==> config.mk <==
export PLATFORM = sky130hd
export DESIGN_NAME = morningjava_seg7_scan
export DESIGN_NICKNAME = d
export VERILOG_FILES = /design/src/rtl/morningjava_seg7_scan.sv
export SDC_FILE = /design/constraint.sdc
export NUM_CORES = 1
export LEC_CHECK = 0
export BUFFER_PORTS_ARGS = -buffer_cell sky130_fd_sc_hd__clkbuf_2
export CELL_PAD_IN_SITES_DETAIL_PLACEMENT = 0
export CELL_PAD_IN_SITES_GLOBAL_PLACEMENT = 1
export CORE_AREA = 2 2 99 101
export CTS_CLUSTER_SIZE = 30
export DETAILED_ROUTE_END_ITERATION = 7
export DIE_AREA = 0 0 101 103
export PLACE_DENSITY = 0.65
export SYNTH_ARGS = -nofsm -noshare
export SYNTH_HDL_FRONTEND = slang
export SYNTH_SLANG_ARGS = --single-unit
==> constraint.sdc <==
create_clock -name clk -period 4.3 [get_ports clk]
set_clock_uncertainty 0.15 [all_clocks]
set_input_delay 0.43 -clock clk [delete_from_list [all_inputs] [get_ports clk]]
set_output_delay 0.43 -clock clk [all_outputs]
set_load 0.02 [all_outputs]
==> src/rtl/morningjava_seg7_scan.sv <==
// morningjava_seg7_scan: time-multiplexed 7-segment driver with frame-synchronous shadow, dead time and leading-zero blanking.
// Define SEG7_BRIGHTNESS_EN to add a 3-bit brightness input that shortens the on-time within each digit slot.
module morningjava_seg7_scan #(
    parameter int DIGITS     = 4,
    parameter int SCAN_DIV   = 1024,
    parameter int ACTIVE_LOW = 0
) (
    input  logic                  clk,
    input  logic                  rst_n,
    input  logic                  load,
    input  logic [4*DIGITS-1:0]   value,
    input  logic [DIGITS-1:0]     dp_in,
    input  logic                  lz_blank,
`ifdef SEG7_BRIGHTNESS_EN
    input  logic [2:0]            brightness,
`endif
    output logic [7:0]            segments,
    output logic [DIGITS-1:0]     digit_sel,
    output logic                  frame_done
);
    localparam int PW = (SCAN_DIV > 1) ? $clog2(SCAN_DIV) : 1;
    localparam int IW = (DIGITS > 1) ? $clog2(DIGITS) : 1;
    localparam logic [6:0] DEC [16] = '{7'h3F, 7'h06, 7'h5B, 7'h4F, 7'h66, 7'h6D, 7'h7D, 7'h07,
                                         7'h7F, 7'h6F, 7'h77, 7'h7C, 7'h39, 7'h5E, 7'h79, 7'h71};
    localparam logic POL = (ACTIVE_LOW != 0);

    logic [PW-1:0]         pre_cnt_q, pre_cnt_d;
    logic [IW-1:0]         idx_q, idx_d;
    logic [4*DIGITS-1:0]   pending_q, active_q, nib_shift;
    logic [DIGITS-1:0]     pending_dp_q, active_dp_q, dp_shift, sel_d, digit_sel_q;
    logic                  pending_valid_q, frame_done_q, pre_wrap, idx_last, boundary, on, blank;
    logic [7:0]            seg_d, segments_q;

    always_comb begin
        pre_wrap  = pre_cnt_q == PW'(SCAN_DIV - 1);
        idx_last  = idx_q == IW'(DIGITS - 1);
        boundary  = pre_wrap && idx_last;
        pre_cnt_d = pre_wrap ? '0 : pre_cnt_q + 1'b1;
        idx_d     = pre_wrap ? (idx_last ? '0 : idx_q + 1'b1) : idx_q;
        nib_shift = active_q >> {idx_q, 2'b00};
        dp_shift  = active_dp_q >> idx_q;
        // Everything from the current digit upward being zero marks a leading zero.
        blank     = lz_blank && (idx_q != '0) && (nib_shift == '0);
`ifdef SEG7_BRIGHTNESS_EN
        on        = (pre_cnt_q != '0) && (int'(pre_cnt_q) < (int'(brightness) + 1) * (SCAN_DIV / 8));
`else
        on        = pre_cnt_q != '0;
`endif
        seg_d     = on ? {dp_shift[0], blank ? 7'h00 : DEC[nib_shift[3:0]]} : 8'h00;
        sel_d     = on ? DIGITS'(1) << idx_q : '0;
    end

    always_ff @(posedge clk or negedge rst_n) begin
        if (!rst_n) begin
            pre_cnt_q       <= '0;
            idx_q           <= '0;
            pending_q       <= '0;
            pending_dp_q    <= '0;
            pending_valid_q <= 1'b0;
            active_q        <= '0;
            active_dp_q     <= '0;
            segments_q      <= {8{POL}};
            digit_sel_q     <= {DIGITS{POL}};
            frame_done_q    <= 1'b0;
        end else begin
            pre_cnt_q    <= pre_cnt_d;
            idx_q        <= idx_d;
            frame_done_q <= boundary;
            segments_q   <= seg_d ^ {8{POL}};
            digit_sel_q  <= sel_d ^ {DIGITS{POL}};
            if (load && boundary) begin
                active_q        <= value;
                active_dp_q     <= dp_in;
                pending_valid_q <= 1'b0;
            end else if (load) begin
                pending_q       <= value;
                pending_dp_q    <= dp_in;
                pending_valid_q <= 1'b1;
            end else if (boundary && pending_valid_q) begin
                active_q        <= pending_q;
                active_dp_q     <= pending_dp_q;
                pending_valid_q <= 1'b0;
            end
        end
    end

    assign segments   = segments_q;
    assign digit_sel  = digit_sel_q;
    assign frame_done = frame_done_q;
endmodule

==> flow_summary.yaml, run 1 <==
yosys:
  synthArstFlopShare: 1.00
  ys_seq_area_frac: 0.513
  syn_avg_cell_area_um2: 11.3
  synthCells: 284
  ys_types: 43
  synth_nets: 320
  synth-edff-count: 0
  yosys_warnings: 0
  syn-cell-area_um2: 3220
  synth_ff_type: "dfrtp_1"
  yosys_register_bits: 66
cts:
  clock_latency_ps: 340
  clock_path_buffers: 2
  cts_buffers: 9
  ctsResizeCount: 0
  cts_sinks: 66
  htreeDepth: 3
  cts_setup_buffers: 0
  path_clk_slew_ps: 70
  holdBufCountCts: 0
  cts_tree: "yes"
  clockRootBuffer: "clkbuf_8"
outcome:
  status: "finished clean"
die:
  initial_core_util: 0.341
  coreArea_um2: 9460
  io-pin-count: 37
  die-area_um2: 10400
  rows: 36
  die_h_um: 103
  die_x_um: 101
placed_design:
  dpl.hpwl_um: 4440
  place.gp.congestion: 0.744
  dp_slack_ps: 1780
  placement.io_buffers: 36
critical_path:
  cp-startpoint: "idx_q[0]"
  crit_fanout: 12
  cp_num_buf_inv: 1
  path_depth: 6
  critPathSlowestCell: "dfrtp_1"
  cp_slowest_stage_delay_ps: 660
  r2r_slack_ps: 1770
  critPathArrivalTime_ps: 2590
  critPathTopFamily: "flip-flops"
  r2r_cells: 6
  worstReg2RegEnd: "segments[5]"
  crit_type: "register to register"
  worst_setup_path_end_kind: "register"
  startpoint_type: "register"
  worstSetupEndpoint: "segments[5]"
  cp_cell_sequence: "mux4_2 -> inv_1 -> ha_1 -> o2111ai_1 -> a22oi_2 -> a211oi_1"
  cp_data_required_time_ps: 4350
  regToRegStartpoint: "idx_q[0]"
final_layout:
  syn2layout_area_growth_pct: 13.9
  fin_util: 0.388
  fillers: 975
  layout_commonest_cell: "dfrtp_1"
  drive_above_1_share: 0.215
  nNetsFinal: 356
  final_cell_mix: "dfrtp_1, clkbuf_2, inv_1, nand2_1"
  n_antenna_cell: 0
timing:
  final.min_clock_period_ps: 2530
  drv_slew: 0
  tightest_slew_ps: 988
  setup_viol_count_final: 0
  layout_setup_ws_ps: 1770
  slew_headroom: 0.342
  hold_slack_ps: 95.3
  max_clock_freq_mhz: 395
  fin_setup_tns_ps: 0
  rsz0062_at_grt: "false"
  fin_crit_sh: 0.589
  finalHoldViolCount: 0
grt:
  grt_antenna_before_repair: 0
  globalRoute.busiestLayer: "met2"
  grt_pass1_vias: 2171
  overflow: 0
  met1_usage: 0.189
  grt_pass1_wl_um: 10900
  gr-usage-met2: 0.199
  track_usage: 0.136
  grt_max_degree: 43
  met3_usage: 0.0305
drt:
  wl_per_cell_um: 14.5
  dr.pass1.iters: 4
  drtAntennaViolNets: 0
  via_per_inst: 4.95
  drt-total-wl_um: 6380
  vias: 2175
  drtIter0Drc: 101
  drc: 0
hold_path:
  holdCritPathClass: "primary input to async pin"
power_and_ir_drop:
  vdd_drop_max_mv: 0.130
  p_leak_nw: 1.67
  power_density_nw_per_um2: 352
flow_run:
  drv_cap: 0
cells by family (layout without fill, tap and decap cells):
kind of cell    after synthesis  after routing  share of synthesized area
flops                        66             66                      0.513
fa+ha+maj                    12             12                     0.0466
xor+xnor                      7              7                     0.0190
mux                          29             29                      0.118
compound gates               60             60                      0.133
buf+inv                      41             82                     0.0598
simple gates                 69             69                      0.111
per-stage QoR:
stage	total power, mW	cells	instance area [um2]
after CTS	1.32	439	3670
after global placement	0.818	423	3480
after detailed placement	0.821	423	3480
after floorplan	0.768	284	3220
final	1.29	439	3670
after global routing	1.37	439	3670
final cells by class:
type	count	area [um2]	area share
Clock buffer	12	165	0.0450
Clock inverter	4	25.0	0.00682
Inverter	27	101	0.0276
Multi-Input combinational cell	177	1380	0.376
Sequential cell	66	1650	0.450
Tap cell	114	143	0.0389
Timing Repair Buffer	39	203	0.0552
how the worst min path moves through the flow:
stage                  from        endpoint  slack [ps]  cells after the start
2_1_floorplan         rst_n  active_dp_q[0]         -20                      0
3_3_place_gp   pending_q[1]    pending_q[1]         320                      1
3_5_place_dp   pending_q[6]    pending_q[6]         320                      1
4_1_cts               rst_n      frame_done         130                      1
5_1_grt            value[4]    pending_q[4]         160                      3
6_report              rst_n      frame_done         100                      1
sequential cells by signal (all words and copies together), names as in the netlist:
name             count
active_dp_q          4
pending_valid_q      1
active_q            16
idx_q                2
segments             8
pending_dp_q         4
pre_cnt_q           10
digit_sel            4
pending_q           16
frame_done           1
synth_stat cells (2+ instances only):
cell type  number  share of area
o21ai_0        21          0.033
dfrtp_1        66           0.51
ha_1           12          0.047
nor2_1         11          0.013
xnor2_1         3         0.0082
nand2_1        25          0.029
clkbuf_1        5         0.0058
mux4_2          5          0.035
o2bb2ai_1      21          0.057
a211oi_2        2         0.0078
buf_2           4         0.0062
xor2_1          4          0.011
nor3_1          4         0.0062
mux2_1         20          0.070
nor2b_1         4         0.0078
mux2i_1         3         0.0093
nand3_1         5         0.0078
nand4_1         2         0.0039
buf_6           4          0.014
nor4_1          4         0.0078
o41ai_1         2         0.0054
inv_1          27          0.031
and2_1          5         0.0097
a21oi_1         4         0.0062
a211oi_1        3         0.0070
where the power goes:
part | leakage [nW] | switching [mW] | internal (mW)
clock network | 0.0944 | 0.232 | 0.254
logic | 0.767 | 0.0741 | 0.0530
registers | 0.809 | 0.0213 | 0.657
routing by layer:
| metal | vias to the layer above | share of wire |
|---|---|---|
| met5 | - | 0 |
| met4 | 0 | 0.016 |
| met3 | 8 | 0.037 |
| met2 | 38 | 0.45 |
| met1 | 1062 | 0.49 |
| li1 | 1067 | - |
Note: power is estimated with default switching activity, not from simulation.
==> inputs of run 2 (changes only) <==
--- a/config.mk
+++ b/config.mk
@@ -5,14 +5,15 @@
 export SDC_FILE = /design/constraint.sdc
 export NUM_CORES = 1
 export LEC_CHECK = 0
+export ABC_AREA = 1
 export BUFFER_PORTS_ARGS = -buffer_cell sky130_fd_sc_hd__clkbuf_2
 export CELL_PAD_IN_SITES_DETAIL_PLACEMENT = 0
 export CELL_PAD_IN_SITES_GLOBAL_PLACEMENT = 1
-export CORE_AREA = 2 2 99 101
+export CORE_AREA = 2 2 105 107
 export CTS_CLUSTER_SIZE = 30
 export DETAILED_ROUTE_END_ITERATION = 7
-export DIE_AREA = 0 0 101 103
-export PLACE_DENSITY = 0.65
+export DIE_AREA = 0 0 107 109
+export PLACE_DENSITY = 0.71
 export SYNTH_ARGS = -nofsm -noshare
 export SYNTH_HDL_FRONTEND = slang
 export SYNTH_SLANG_ARGS = --single-unit
==> constraint.sdc (replaced) <==
create_clock -name clk -period 2.1 [get_ports clk]
set_clock_uncertainty 0.15 [all_clocks]
set_input_delay 0.21 -clock clk [delete_from_list [all_inputs] [get_ports clk]]
set_output_delay 0.21 -clock clk [all_outputs]
set_load 0.02 [all_outputs]
==> run 2 against run 1 <==
Against the previous run:
- global-route usage up 2.1 points
- die area up 12%
- routed wire length up 27%
- clock power up 91%
- non-clock buffer count up 35
- cell area up 20%
- largest cell class unchanged
- flip-flop and latch count unchanged
==> flow_summary.yaml, run 2 <==
cts:
  cts_buffers: 9
  htreeDepth: 3
  clock_path_buffers: 2
  path_clk_slew_ps: 70
  cts_sinks: 66
  clock_latency_ps: 340
  cts_tree: "yes"
  clockRootBuffer: "clkbuf_8"
critical_path:
  r2r_slack_ps: 170
  crit_top_cell: "nand2_1"
  critPathArrivalTime_ps: 2060
  r2r_cells: 10
  cp_num_buf_inv: 1
  cp_slowest_stage_delay_ps: 420
  worstReg2RegEnd: "active_q[13]"
  cp-startpoint: "pre_cnt_q[0]"
  worstSetupEndpoint: "active_q[13]"
  critPathSlowestCell: "dfrtp_1"
  cp_cell_sequence: "ha_1 -> nand2_2 -> nor2_4 -> nand2_2 -> nor2_4 -> buf_4 -> nand3_2 -> nand2_1 -> nand2_1 -> nand2_1"
  crit_type: "register to register"
  crit_fanout: 10
  worst_setup_path_end_kind: "register"
  startpoint_type: "register"
  critPathTopFamily: "simple AND/OR/NAND/NOR gates"
  cp_data_required_time_ps: 2230
  regToRegStartpoint: "pre_cnt_q[0]"
  path_depth: 10
final_layout:
  final_cell_mix: "nand2_1, nor2_1, dfrtp_1, nand3_1, inv_1"
  drive_above_1_share: 0.151
  syn2layout_area_growth_pct: 21.8
  n_antenna_cell: 0
  multi_input_area_um2: 1650
  layout_commonest_cell: "nand2_1"
  top_regs: "active_q: 16 flops, pending_q: 16 flops, pre_cnt_q: 10 flops"
  fillers: 1136
  seqCellArea_um2: 1650
  nNetsFinal: 594
  final_area_um2: 4390
yosys:
  synth_area_leaders: "dfrtp_1, nand2_1, nor2_1, nand3_1, inv_1"
  synth_most_common_cell: "nand2_1"
  synthSimpleGateAreaFrac: 0.385
  synth_common_cells: "nand2_1, nor2_1, dfrtp_1, inv_1, nand3_1"
  synth_ff_type: "dfrtp_1"
  synth_fa_ha_area_frac: 0.0417
  ys_seq_area_frac: 0.458
  synthCells: 492
  synthArstFlopShare: 1.00
  synth_nets: 528
  ys_types: 28
  synth_top_area_cell: "dfrtp_1"
  syn-cell-area_um2: 3600
  yosys.area.top_type_share: 0.458
  muxShareOfSynthArea: 0
  synth_top_family_by_area: "simple AND/OR/NAND/NOR gates"
  yosys_register_bits: 66
  syn_avg_cell_area_um2: 7.32
  yosys_warnings: 0
  synth-edff-count: 0
  synth_compound_area_frac: 0.0142
  synthXorXnorAreaFrac: 0.00972
die:
  die_h_um: 109
  io-pin-count: 37
  die-area_um2: 11700
  coreArea_um2: 10600
  die_x_um: 107
  rows: 38
  initial_core_util: 0.340
power_and_ir_drop:
  power_density_nw_per_um2: 555
  vdd_drop_max_mv: 0.316
  p_leak_nw: 2.45
timing:
  finalHoldViolCount: 0
  setup_viol_count_final: 0
  hold_slack_ps: 81.3
  max_clock_freq_mhz: 518
  final.min_clock_period_ps: 1930
  drv_slew: 0
  fin_crit_sh: 0.920
  rsz0062_at_grt: "false"
  tightest_slew_ps: 631
  slew_headroom: 0.579
  fin_setup_tns_ps: 0
outcome:
  status: "finished clean"
drt:
  drtIter0Drc: 134
  vias: 3116
  drc: 0
  drt-total-wl_um: 8120
  via_per_inst: 4.43
  dr.pass1.iters: 4
  wl_per_cell_um: 11.6
  drtAntennaViolNets: 0
placed_design:
  placed_area_um2: 3930
  placement.io_buffers: 36
  dpl.hpwl_um: 5620
  place.gp.congestion: 0.855
grt:
  track_usage: 0.157
  grt_antenna_before_repair: 0
  overflow: 0
  grt_pass1_wl_um: 14700
  grt_pass1_vias: 3088
  grt_max_degree: 47
hold_path:
  holdCritPathClass: "primary input to register"
flow_run:
  drv_cap: 0
-- run 2: cell families (layout without fill, tap and decap cells) --
logic type / after synthesis / count (layout)
AND/OR/NAND/NOR: 329 / 330
buffers and inverters: 71 / 141
flip-flops: 66 / 66
adder cells (fa/ha/maj): 12 / 12
AO/OA/AOI/OAI: 10 / 10
XOR/XNOR: 4 / 4
-- run 2: routing by layer --
layer / GRT usage / part of all wire
met5: 0 / 0
met2: 0.259 / 0.45
met4: 0.0473 / 0.014
met1: 0.211 / 0.50
met3: 0.0305 / 0.030
-- run 2: worst min path at each step --
| stage | start | end | slack (ps) | depth (start not counted) |
|---|---|---|---|---|
| after floorplan | rst_n | active_dp_q[0] | -240 | 0 |
| after global placement | rst_n | pre_cnt_q[2] | 60 | 1 |
| after detailed placement | rst_n | pre_cnt_q[1] | 60 | 1 |
| after CTS | load | pending_valid_q | 60 | 3 |
| after global routing | load | pending_valid_q | 110 | 3 |
| final | load | pending_valid_q | 80 | 3 |
-- run 2: cell type report --
cell class,instances,share of cell area
Sequential cell,66,0.376
Multi-Input combinational cell,356,0.376
Timing Repair Buffer,74,0.125
Inverter,51,0.0445
Tap cell,140,0.0399
Clock buffer,11,0.0322
Clock inverter,5,0.00684
-- run 2: worst register-to-register path, stage by stage, from the launching register on --
cell and delay (ps):
dfrtp_1 420, ha_1 220, nand2_2 80, nor2_4 120
nand2_2 100, nor2_4 170, buf_4 160, nand3_2 200
nand2_1 130, nand2_1 70, nand2_1 50
-- run 2: stage by stage --
stage	worst slack [ps]	power (mW)	std cells	util
final	169	2.44	703	0.414
after global routing	12.0	2.57	703	0.414
after CTS	81.7	2.49	696	0.407
after detailed placement	121	1.50	659	0.371
after global placement	148	1.50	659	0.371
after floorplan	296	1.43	492	-
-- run 2: repair_timing --
item | 4_1_cts | 5_1_grt
endpoints found under the hold margin | 40 | 0
gates resized for setup | 0 | 6
setup endpoints to repair | 0 | 32
buffers inserted | 0 | 6
hold buffers | 21 | 0
-- run 2: power by group --
part	switching (mW)	internal, mW
Sequential	0.0166	1.30
Clock	0.475	0.454
Combinational	0.103	0.0831
==> inputs of run 3 (changes only) <==
--- a/config.mk
+++ b/config.mk
@@ -13,7 +13,8 @@
 export CTS_CLUSTER_SIZE = 30
 export DETAILED_ROUTE_END_ITERATION = 7
 export DIE_AREA = 0 0 107 109
-export PLACE_DENSITY = 0.71
+export GPL_ROUTABILITY_DRIVEN = 0
+export PLACE_DENSITY = 0.67
 export SYNTH_ARGS = -nofsm -noshare
 export SYNTH_HDL_FRONTEND = slang
 export SYNTH_SLANG_ARGS = --single-unit
==> run 3 against run 2 <==
Against the previous run:
- largest power group unchanged
- sequential share of layout area up 0.26 points
- first-iteration DRC count down 22%
- critical endpoint is now pending_q[5]
- cell count down 1.0%
- critical path type unchanged
==> flow_summary.yaml, run 3 (synthesized netlist as in run 2, its figures left out) <==
final_layout:
  seqCellArea_um2: 1650
  drive_above_1_share: 0.138
  fin_util: 0.411
  n_antenna_cell: 0
  final_cell_mix: "nand2_1, nor2_1, dfrtp_1, nand3_1, inv_1"
  top_regs: "active_q: 16 flops, pending_q: 16 flops, pre_cnt_q: 10 flops"
  final_cells: 696
  layout_commonest_cell: "nand2_1"
  syn2layout_area_growth_pct: 21.0
  multi_input_area_um2: 1630
  nNetsFinal: 587
  fillers: 1135
cts:
  clockRootBuffer: "clkbuf_8"
  cts_sinks: 66
  clock_path_buffers: 2
  cts_buffers: 9
  clock_latency_ps: 350
  htreeDepth: 3
  cts_tree: "yes"
  path_clk_slew_ps: 70
critical_path:
  critPathSlowestCell: "dfrtp_1"
  worstReg2RegEnd: "pending_q[5]"
  startpoint_type: "register"
  critPathArrivalTime_ps: 2020
  crit_type: "register to register"
  r2r_slack_ps: 170
  regToRegStartpoint: "pre_cnt_q[0]"
  cp_slowest_stage_delay_ps: 410
  cp_data_required_time_ps: 2180
  cp_cell_sequence: "ha_1 -> nand2_2 -> nor2_4 -> nand2_2 -> nor2_4 -> buf_4 -> nand2_4 -> buf_4 -> nand3_1 -> nand2_1"
  critPathTopFamily: "simple AND/OR/NAND/NOR gates"
  crit_fanout: 20
  r2r_cells: 10
  cp_num_buf_inv: 2
  worst_setup_path_end_kind: "register"
drt:
  dr.pass1.iters: 4
  wl_per_cell_um: 11.7
  drt-total-wl_um: 8150
  vias: 3023
  via_per_inst: 4.34
  drtIter0Drc: 105
  drc: 0
  drtAntennaViolNets: 0
outcome:
  status: "finished clean"
timing:
  hold_slack_ps: 148
  setup_viol_count_final: 0
  slew_headroom: 0.584
  rsz0062_at_grt: "false"
  tightest_slew_ps: 623
  drv_slew: 0
  fin_crit_sh: 0.921
  final.min_clock_period_ps: 1930
  max_clock_freq_mhz: 517
  finalHoldViolCount: 0
  fin_setup_tns_ps: 0
die:
  rows: 38
  die_h_um: 109
  io-pin-count: 37
  die_x_um: 107
  coreArea_um2: 10600
  die-area_um2: 11700
  initial_core_util: 0.340
hold_path:
  holdCritPathClass: "primary input to register"
  hold_start: "load"
  min_path_cells: 3
  holdPathEnd: "pending_valid_q"
grt:
  grt_pass1_wl_um: 14000
  overflow: 0
  grt_max_degree: 67
  grt_pass1_vias: 2898
  track_usage: 0.154
  grt_antenna_before_repair: 0
placed_design:
  dp_cells: 658
  dpl.hpwl_um: 5580
  placement.io_buffers: 36
power_and_ir_drop:
  vdd_drop_max_mv: 0.323
  power_density_nw_per_um2: 628
  p_leak_nw: 2.44
  total_power_mw: 2.74
flow_run:
  drv_cap: 0
==> run 3: through the flow <==
| stage | worst slack (ps) | instance area [um2] |
|---|---|---|
| global placement | 193 | 3910 |
| global route | 29.4 | 4360 |
| detailed placement | 154 | 3910 |
| finish | 166 | 4360 |
| floorplan | 296 | 3600 |
| CTS | 127 | 4350 |
==> run 3: final cells by class <==
class / count / area share
Clock inverter: 6 / 0.0204
Sequential cell: 66 / 0.379
Tap cell: 140 / 0.0402
Multi-Input combinational cell: 355 / 0.373
Timing Repair Buffer: 68 / 0.112
Inverter: 51 / 0.0439
Clock buffer: 10 / 0.0316
==> run 3: how the worst max path moves through the flow <==
stage,start,end,slack (ps),depth (start not counted)
6_report,pre_cnt_q[0],pending_q[5],170,10
5_1_grt,idx_q[0],segments[6],30,10
4_1_cts,idx_q[0],segments[1],130,9
3_5_place_dp,idx_q[0],segments[3],150,10
3_3_place_gp,idx_q[0],segments[3],190,9
2_1_floorplan,idx_q[1],segments[0],300,11
==> run 3: worst reg2reg max path: cells and delay by family (launching register included) <==
family                     cells  cell delay, ps
adders and majority gates      1             220
buffers and inverters          2             370
DFF                            1             410
and+or+nand+nor                7             670
==> run 3: power by group <==
part / switching (mW) / total [mW] / internal (mW)
combinational: 0.101 / 0.182 / 0.0810
clock: 0.531 / 1.23 / 0.703
sequential: 0.0173 / 1.32 / 1.30
==> run 3: repair_timing <==
item | 4_1_cts | 5_1_grt
endpoints found under the hold margin | 86 | 0
buffers inserted | 0 | 1
resized for setup | 0 | 3
hold buffers | 21 | 0
endpoints found under the setup margin | 0 | 19
==> run 3: per-layer routing <==
metal / GRT usage / up-vias / share of wire
met2: 0.239 / 41 / 0.43
met5: 0 / - / 0
met1: 0.213 / 1352 / 0.52
met4: 0.0622 / 0 / 0.015
met3: 0.0287 / 10 / 0.027
li1: - / 1620 / -
